## config.mk

```make
export PLATFORM = sky130hd
export DESIGN_NAME = memory_arbiter_flat
export DESIGN_NICKNAME = d
export VERILOG_FILES = /design/src/rtl/memory_arbiter_if.sv /design/src/rtl/memory_arbiter.sv /design/src/flat_wrapper.sv
export SDC_FILE = /design/constraint.sdc
export NUM_CORES = 1
export LEC_CHECK = 0
export CORE_AREA = 5 5 109 111
export CTS_CLUSTER_DIAMETER = 40
export DETAILED_ROUTE_END_ITERATION = 8
export DIE_AREA = 0 0 114 116
export DONT_BUFFER_PORTS = 1
export GPL_ROUTABILITY_DRIVEN = 0
export GPL_TIMING_DRIVEN = 0
export PLACE_DENSITY_LB_ADDON = 0.15
export SYNTH_ARGS = -nofsm -noshare
export SYNTH_HDL_FRONTEND = slang
export SYNTH_SLANG_ARGS = --single-unit
```

## constraint.sdc

```tcl
create_clock -name clk -period 3.95 [get_ports clk]
set_input_delay 0.9875 -clock clk [delete_from_list [all_inputs] [get_ports clk]]
set_output_delay 0.9875 -clock clk [all_outputs]
set_load 0.05 [all_outputs]
```

## src/rtl/memory_arbiter_if.sv

```systemverilog
// Bus bundle between the two requesters (fetch, data), the arbiter and the
// memory controller, plus the arbiter status outputs.
interface memory_arbiter_if;
    // fetch port
    logic        f_req;
    logic [31:0] f_address;
    logic [1:0]  f_size;
    logic        f_ready;
    logic        f_valid;
    logic [31:0] f_rdata;
    logic        f_error;
    // data port
    logic        d_req;
    logic        d_write_enable;
    logic [31:0] d_address;
    logic [1:0]  d_size;
    logic [31:0] d_wdata;
    logic        d_ready;
    logic        d_valid;
    logic [31:0] d_rdata;
    logic        d_error;
    // memory controller
    logic [31:0] mc_address;
    logic        mc_write_enable;
    logic [1:0]  mc_data_in_size;
    logic [1:0]  mc_data_out_size;
    logic [31:0] mc_data_in;
    logic [31:0] mc_data_out;
    logic        mc_memory_error;
    // status
    logic        busy;
    logic [7:0]  error_count;

    // arbiter side
    modport slave (
        input  f_req, f_address, f_size,
        output f_ready, f_valid, f_rdata, f_error,
        input  d_req, d_write_enable, d_address, d_size, d_wdata,
        output d_ready, d_valid, d_rdata, d_error,
        output mc_address, mc_write_enable, mc_data_in_size, mc_data_out_size, mc_data_in,
        input  mc_data_out, mc_memory_error,
        output busy, error_count
    );

    // requester / memory-model side
    modport master (
        output f_req, f_address, f_size,
        input  f_ready, f_valid, f_rdata, f_error,
        output d_req, d_write_enable, d_address, d_size, d_wdata,
        input  d_ready, d_valid, d_rdata, d_error,
        input  mc_address, mc_write_enable, mc_data_in_size, mc_data_out_size, mc_data_in,
        output mc_data_out, mc_memory_error,
        input  busy, error_count
    );
endinterface

```

## src/rtl/memory_arbiter.sv

```systemverilog
// Two-port (fetch/data) arbiter in front of a single memory controller.
// One transaction at a time: IDLE grants, ACCESS holds the request on the
// controller for WAIT_CYCLES cycles, RESP returns a one-cycle valid pulse.
module memory_arbiter #(
    parameter int unsigned WAIT_CYCLES = 1
) (
    input  logic            clk,
    input  logic            rst_n,
    memory_arbiter_if.slave bus
);
    typedef enum logic [1:0] {IDLE, ACCESS, RESP} state_t;

    localparam logic [3:0] CNT_INIT = 4'(WAIT_CYCLES - 1);
    localparam logic       PORT_F   = 1'b0;
    localparam logic       PORT_D   = 1'b1;

    state_t      state_q, state_d;
    logic [3:0]  cnt_q, cnt_d;
    logic        owner_q, owner_d;
    logic        last_grant_q, last_grant_d;
    logic [31:0] addr_q, addr_d;
    logic [1:0]  size_q, size_d;
    logic        we_q, we_d;
    logic [31:0] wdata_q, wdata_d;
    logic [31:0] rdata_q, rdata_d;
    logic        err_q, err_d;
    logic [7:0]  error_count_q, error_count_d;

    logic grant_f, grant_d;
    logic in_access, in_resp, last_access;

    // Winner selection: a lone requester wins, a tie goes to the port not granted last.
    // Gated with rst_n so no ready is shown while the block is held in reset.
    always_comb begin
        grant_f = rst_n && (state_q == IDLE) && bus.f_req &&
                  (!bus.d_req || (last_grant_q == PORT_D));
        grant_d = rst_n && (state_q == IDLE) && bus.d_req &&
                  (!bus.f_req || (last_grant_q == PORT_F));
    end

    // Next-state and datapath register computation.
    always_comb begin
        state_d       = state_q;
        cnt_d         = cnt_q;
        owner_d       = owner_q;
        last_grant_d  = last_grant_q;
        addr_d        = addr_q;
        size_d        = size_q;
        we_d          = we_q;
        wdata_d       = wdata_q;
        rdata_d       = rdata_q;
        err_d         = err_q;
        error_count_d = error_count_q;
        case (state_q)
            IDLE: begin
                if (grant_f || grant_d) begin
                    state_d      = ACCESS;
                    owner_d      = grant_d;
                    last_grant_d = grant_d;
                    addr_d       = grant_d ? bus.d_address : bus.f_address;
                    size_d       = grant_d ? bus.d_size    : bus.f_size;
                    we_d         = grant_d & bus.d_write_enable;
                    wdata_d      = grant_d ? bus.d_wdata   : 32'd0;
                    cnt_d        = CNT_INIT;
                end
            end
            ACCESS: begin
                if (cnt_q == 4'd0) begin
                    state_d = RESP;
                    err_d   = bus.mc_memory_error;
                    // writes and faulted accesses never return data
                    rdata_d = (bus.mc_memory_error || we_q) ? 32'd0 : bus.mc_data_out;
                    if (bus.mc_memory_error && (error_count_q != 8'hFF))
                        error_count_d = error_count_q + 8'd1;
                end else begin
                    cnt_d = cnt_q - 4'd1;
                end
            end
            RESP: begin
                state_d = IDLE;
            end
            default: begin
                state_d = IDLE;
            end
        endcase
    end

    // State and datapath registers; reset abandons any transaction in flight.
    always_ff @(posedge clk or negedge rst_n) begin
        if (!rst_n) begin
            state_q       <= IDLE;
            cnt_q         <= 4'd0;
            owner_q       <= PORT_F;
            last_grant_q  <= PORT_D;
            addr_q        <= 32'd0;
            size_q        <= 2'd0;
            we_q          <= 1'b0;
            wdata_q       <= 32'd0;
            rdata_q       <= 32'd0;
            err_q         <= 1'b0;
            error_count_q <= 8'd0;
        end else begin
            state_q       <= state_d;
            cnt_q         <= cnt_d;
            owner_q       <= owner_d;
            last_grant_q  <= last_grant_d;
            addr_q        <= addr_d;
            size_q        <= size_d;
            we_q          <= we_d;
            wdata_q       <= wdata_d;
            rdata_q       <= rdata_d;
            err_q         <= err_d;
            error_count_q <= error_count_d;
        end
    end

    // Output decode from the registered state; everything idles at zero.
    always_comb begin
        in_access   = (state_q == ACCESS);
        in_resp     = (state_q == RESP);
        last_access = in_access && (cnt_q == 4'd0);

        bus.f_ready = grant_f;
        bus.d_ready = grant_d;

        bus.f_valid = in_resp && (owner_q == PORT_F);
        bus.d_valid = in_resp && (owner_q == PORT_D);
        bus.f_rdata = bus.f_valid ? rdata_q : 32'd0;
        bus.d_rdata = bus.d_valid ? rdata_q : 32'd0;
        bus.f_error = bus.f_valid & err_q;
        bus.d_error = bus.d_valid & err_q;

        bus.mc_address       = in_access ? addr_q  : 32'd0;
        bus.mc_data_in       = in_access ? wdata_q : 32'd0;
        bus.mc_data_in_size  = in_access ? size_q  : 2'd0;
        bus.mc_data_out_size = in_access ? size_q  : 2'd0;
        // a single commit strobe, on the last access cycle only
        bus.mc_write_enable  = last_access & we_q;

        bus.busy        = (state_q != IDLE);
        bus.error_count = error_count_q;
    end
endmodule

```

## src/flat_wrapper.sv

```systemverilog
// flat-port wrapper written by rule: the top's interface ports become plain ports
module memory_arbiter_flat 
#(
    parameter int unsigned WAIT_CYCLES = 1
)
  (clk, rst_n, bus_f_req, bus_f_address, bus_f_size, bus_f_ready, bus_f_valid, bus_f_rdata, bus_f_error, bus_d_req, bus_d_write_enable, bus_d_address, bus_d_size, bus_d_wdata, bus_d_ready, bus_d_valid, bus_d_rdata, bus_d_error, bus_mc_address, bus_mc_write_enable, bus_mc_data_in_size, bus_mc_data_out_size, bus_mc_data_in, bus_mc_data_out, bus_mc_memory_error, bus_busy, bus_error_count);
  memory_arbiter_if bus_i ();
  input  logic clk;
  input  logic rst_n;
  input wire logic [$bits(bus_i.f_req)-1:0] bus_f_req;
  input wire logic [$bits(bus_i.f_address)-1:0] bus_f_address;
  input wire logic [$bits(bus_i.f_size)-1:0] bus_f_size;
  output wire logic [$bits(bus_i.f_ready)-1:0] bus_f_ready;
  output wire logic [$bits(bus_i.f_valid)-1:0] bus_f_valid;
  output wire logic [$bits(bus_i.f_rdata)-1:0] bus_f_rdata;
  output wire logic [$bits(bus_i.f_error)-1:0] bus_f_error;
  input wire logic [$bits(bus_i.d_req)-1:0] bus_d_req;
  input wire logic [$bits(bus_i.d_write_enable)-1:0] bus_d_write_enable;
  input wire logic [$bits(bus_i.d_address)-1:0] bus_d_address;
  input wire logic [$bits(bus_i.d_size)-1:0] bus_d_size;
  input wire logic [$bits(bus_i.d_wdata)-1:0] bus_d_wdata;
  output wire logic [$bits(bus_i.d_ready)-1:0] bus_d_ready;
  output wire logic [$bits(bus_i.d_valid)-1:0] bus_d_valid;
  output wire logic [$bits(bus_i.d_rdata)-1:0] bus_d_rdata;
  output wire logic [$bits(bus_i.d_error)-1:0] bus_d_error;
  output wire logic [$bits(bus_i.mc_address)-1:0] bus_mc_address;
  output wire logic [$bits(bus_i.mc_write_enable)-1:0] bus_mc_write_enable;
  output wire logic [$bits(bus_i.mc_data_in_size)-1:0] bus_mc_data_in_size;
  output wire logic [$bits(bus_i.mc_data_out_size)-1:0] bus_mc_data_out_size;
  output wire logic [$bits(bus_i.mc_data_in)-1:0] bus_mc_data_in;
  input wire logic [$bits(bus_i.mc_data_out)-1:0] bus_mc_data_out;
  input wire logic [$bits(bus_i.mc_memory_error)-1:0] bus_mc_memory_error;
  output wire logic [$bits(bus_i.busy)-1:0] bus_busy;
  output wire logic [$bits(bus_i.error_count)-1:0] bus_error_count;
  assign bus_i.f_req = bus_f_req;
  assign bus_i.f_address = bus_f_address;
  assign bus_i.f_size = bus_f_size;
  assign bus_f_ready = bus_i.f_ready;
  assign bus_f_valid = bus_i.f_valid;
  assign bus_f_rdata = bus_i.f_rdata;
  assign bus_f_error = bus_i.f_error;
  assign bus_i.d_req = bus_d_req;
  assign bus_i.d_write_enable = bus_d_write_enable;
  assign bus_i.d_address = bus_d_address;
  assign bus_i.d_size = bus_d_size;
  assign bus_i.d_wdata = bus_d_wdata;
  assign bus_d_ready = bus_i.d_ready;
  assign bus_d_valid = bus_i.d_valid;
  assign bus_d_rdata = bus_i.d_rdata;
  assign bus_d_error = bus_i.d_error;
  assign bus_mc_address = bus_i.mc_address;
  assign bus_mc_write_enable = bus_i.mc_write_enable;
  assign bus_mc_data_in_size = bus_i.mc_data_in_size;
  assign bus_mc_data_out_size = bus_i.mc_data_out_size;
  assign bus_mc_data_in = bus_i.mc_data_in;
  assign bus_i.mc_data_out = bus_mc_data_out;
  assign bus_i.mc_memory_error = bus_mc_memory_error;
  assign bus_busy = bus_i.busy;
  assign bus_error_count = bus_i.error_count;
  memory_arbiter #(.WAIT_CYCLES(WAIT_CYCLES)) u_core (.clk(clk), .rst_n(rst_n), .bus(bus_i));
endmodule
```

==> flow_metrics.env <==
export IMPL_synth_avg_cell_area_um2=9.09
export IMPL_cp_end_kind="output port"
export IMPL_drt_iter0_drc=291
export IMPL_cpLargestDelayFamily="simple AND/OR/NAND/NOR gates"
export IMPL_finish_utilization=0.605
export IMPL_seqPwrFrac=0.415
export IMPL_crit_start="u_core.state_q[1]$_DFFE_PN0P_"
export IMPL_grt_pass1_wl_mm=25.0
export IMPL_max_stage_delay_ns=0.69
export IMPL_maxCapViolCount=0
export IMPL_p_total_mw=4.28
export IMPL_place_inst=766
export IMPL_synth_main_ff_cell="dfrtp_1"
export IMPL_ys_top_cells_by_area="dfrtp_1 (51%), and2_1 (15%), nand2_1 (7.4%)"
export IMPL_tightestPinTransition_ns=0.835
export IMPL_vias_per_cell=5.73
export IMPL_syn_nets=767
export IMPL_synthArstFlopShare=1.00
export IMPL_ant_nets=0
export IMPL_final_hold_violation_count=0
export IMPL_slew_headroom=0.443
export IMPL_grt_max_degree=118
export IMPL_clkPwrFrac=0.364
export IMPL_yosysUniqueCellTypes=36
export IMPL_finalSetupViolCount=0
export IMPL_cts_root_buf="clkbuf_8"
export IMPL_path_buf_inv=1
export IMPL_setup_tns_ns=0
export IMPL_reg2reg_from="u_core.bus.error_count[0]$_DFFE_PN0P_"
export IMPL_areaGrowthSynthToFinish_pct=13.8
export IMPL_p_switching_mw=1.49
export IMPL_postCtsSetupBuffers=0
export IMPL_finClkSkew_ns=0.00648
export IMPL_status="finished, final reports clean"
export IMPL_final_min_clock_period_ns=3.64
export IMPL_setup_ws_ns=0.312
export IMPL_place_port_buffers=0
export IMPL_cts_buffer_depth=2
export IMPL_antenna_found_initial=0
export IMPL_nNetsFinal=786
export IMPL_seq_area_frac_synth=0.510
export IMPL_power_density_nw_per_um2=661
export IMPL_maxSlewViolCount=0
export IMPL_crit_chain="nor3b_2 > clkbuf_1 > and2_1"
export IMPL_drt_first_pass_iters=4
export IMPL_yosys_warnings=0
export IMPL_p_comb_frac=0.222
export IMPL_die_width_um=114
export IMPL_yosys_area_top_type="dfrtp_1"
export IMPL_cts_tree="built"
export IMPL_crit_type="flop to output port"
export IMPL_cp_max_fo=10
export IMPL_grt_total_usage=0.243
export IMPL_pre_cts_ws_ns=0.419
export IMPL_synth_seq_cells=116
export IMPL_drive_gt1_frac=0.0957
export IMPL_vias=4575
export IMPL_clk_latency_ns=0.50
export IMPL_fmax_mhz=275
export IMPL_synthCells=626
export IMPL_drt_wl_total_mm=16.1
export IMPL_arrival_ns=2.65
export IMPL_dp_hpwl_mm=12.3
export IMPL_p_int_mw=2.78
export IMPL_required_ns=2.96
export IMPL_clkSinkCount=116
export IMPL_critPathSlowestCell="clkbuf_1"
export IMPL_cts_made_buffers=17
export IMPL_start_util=0.532
export IMPL_fin_crit_sh=0.921
export IMPL_overflow=0
export IMPL_p_leak_nw=3.15
export IMPL_boundaryPins=286
export IMPL_crit_path_start_kind="flop"
export IMPL_chipHeight_um=116
export IMPL_first_global_vias=4693
export IMPL_fin_cells=798
export IMPL_dieArea_um2=13200
export IMPL_netlist_area_um2=5690
export IMPL_std_cell_rows=38
export IMPL_core_area_um2=10700
export IMPL_hold_class="primary input to async pin"
export IMPL_synth_top_area_share=0.506
export IMPL_cts_max_level=4
export IMPL_diodes=0
export IMPL_synth_edf_count=0
export IMPL_ir_drop_mv=0.334
export IMPL_rsz0062_at_grt="no"
export IMPL_wl_per_cell_um=20.2
export IMPL_drc=0
export IMPL_p_sw_frac=0.349
export IMPL_clkTransAtPathRegs_ns=0.06
==> cell usage after synthesis (2+ instances only) <==
master and instances:
nor3b_1 2, xnor2_1 2, mux2_2 4, a21oi_1 68
and2_1 134, nand3_1 39, buf_4 5, nor3_1 5
inv_1 3, inv_2 3, buf_2 9, dfrtp_1 115
clkbuf_1 28, nand3_4 2, buf_6 2, or2_2 2
a22o_1 33, ha_1 3, nor2_1 36, nand2_1 112
xor2_1 4
==> registers in the layout (all words and copies together) (netlist names), 2 cells and up <==
name and count:
u_core.addr_q 32, u_core.rdata_q 32, u_core.wdata_q 32, u_core.bus.error_count 8, u_core.cnt_q 4, u_core.size_q 2
u_core.state_q 2
==> final cells by class <==
class                           instances  area, um2
Clock inverter                          8        123
Fill cell                             974       4220
Sequential cell                       116       2900
Clock buffer                           24        480
Multi-Input combinational cell        460       2560
Inverter                                6       22.5
Buffer                                 44        210
Tap cell                              140        175
==> kinds of logic (layout without fill, tap and decap cells) <==
kind of cell / after synthesis / in the layout / share of synthesized area
and+or+nand+nor: 343 / 343 / 0.312
xor gates and xnor gates: 6 / 6 / 0.00923
AOI/OAI and AO/OA: 104 / 104 / 0.113
adders and majority gates: 3 / 3 / 0.00660
muxes: 4 / 4 / 0.00792
DFF: 116 / 116 / 0.510
buffers and inverters: 50 / 82 / 0.0409
==> timing repair <==
item / CTS / global route
resized for setup: 1 / 0
endpoints found under the setup margin: 9 / 0
hold buffers: 0 / 0
hold endpoints to repair: 0 / 0
==> power by group through the flow <==
stage / combinational, mW / sequential, mW / clock (mW)
after floorplan: 0.830 / 1.72 / 0
after global placement: 0.934 / 1.77 / 0
after detailed placement: 0.961 / 1.79 / 0
after CTS: 0.960 / 1.77 / 1.58
after global routing: 1.05 / 1.82 / 1.63
final: 0.948 / 1.77 / 1.56
==> through the flow <==
step / area, um2 / hold WS, ns
5_1_grt: 6470 / 0.147
3_3_place_gp: 5870 / 0.454
3_5_place_dp: 5870 / 0.470
6_report: 6470 / 0.173
2_1_floorplan: 5690 / 0.444
4_1_cts: 6470 / 0.151
==> layer usage <==
metal / up-vias / share of wire / GRT usage
met5: - / 0 / 0
met4: 0 / 0.033 / 0.112
met3: 40 / 0.11 / 0.0930
met2: 235 / 0.50 / 0.413
met1: 2204 / 0.36 / 0.271
li1: 2096 / - / -
==> cell usage in the layout, fill, tap and decap left out, types with 9 or more instances in the layout <==
master       n
a22o_1      33
and2_1     134
a21oi_1     68
nand2_1    112
clkbuf_16   16
nand3_1     39
buf_2        9
dfrtp_1    115
clkbuf_1    31
nor2_1      36
==> worst paths after layout <==
| kind | depth (start not counted) | slack, ns | to |
|---|---|---|---|
| worst max-delay path | 3 | 0.31 | bus_f_rdata[25] |
| worst min-delay path | 0 | 0.17 | u_core.wdata_q[22]$_DFFE_PN0P_ |
| worst max register to register | 5 | 2.03 | u_core.bus.error_count[1]$_DFFE_PN0P_ |
| worst min register to register | 2 | 0.48 | u_core.rdata_q[7]$_DFFE_PN0P_ |
| max in group asynchronous | 0 | 3.50 | u_core.last_grant_q$_DFFE_PN1P_ |
| min in group clk | 2 | 0.48 | u_core.rdata_q[7]$_DFFE_PN0P_ |
(Power assumes the default switching activity.)
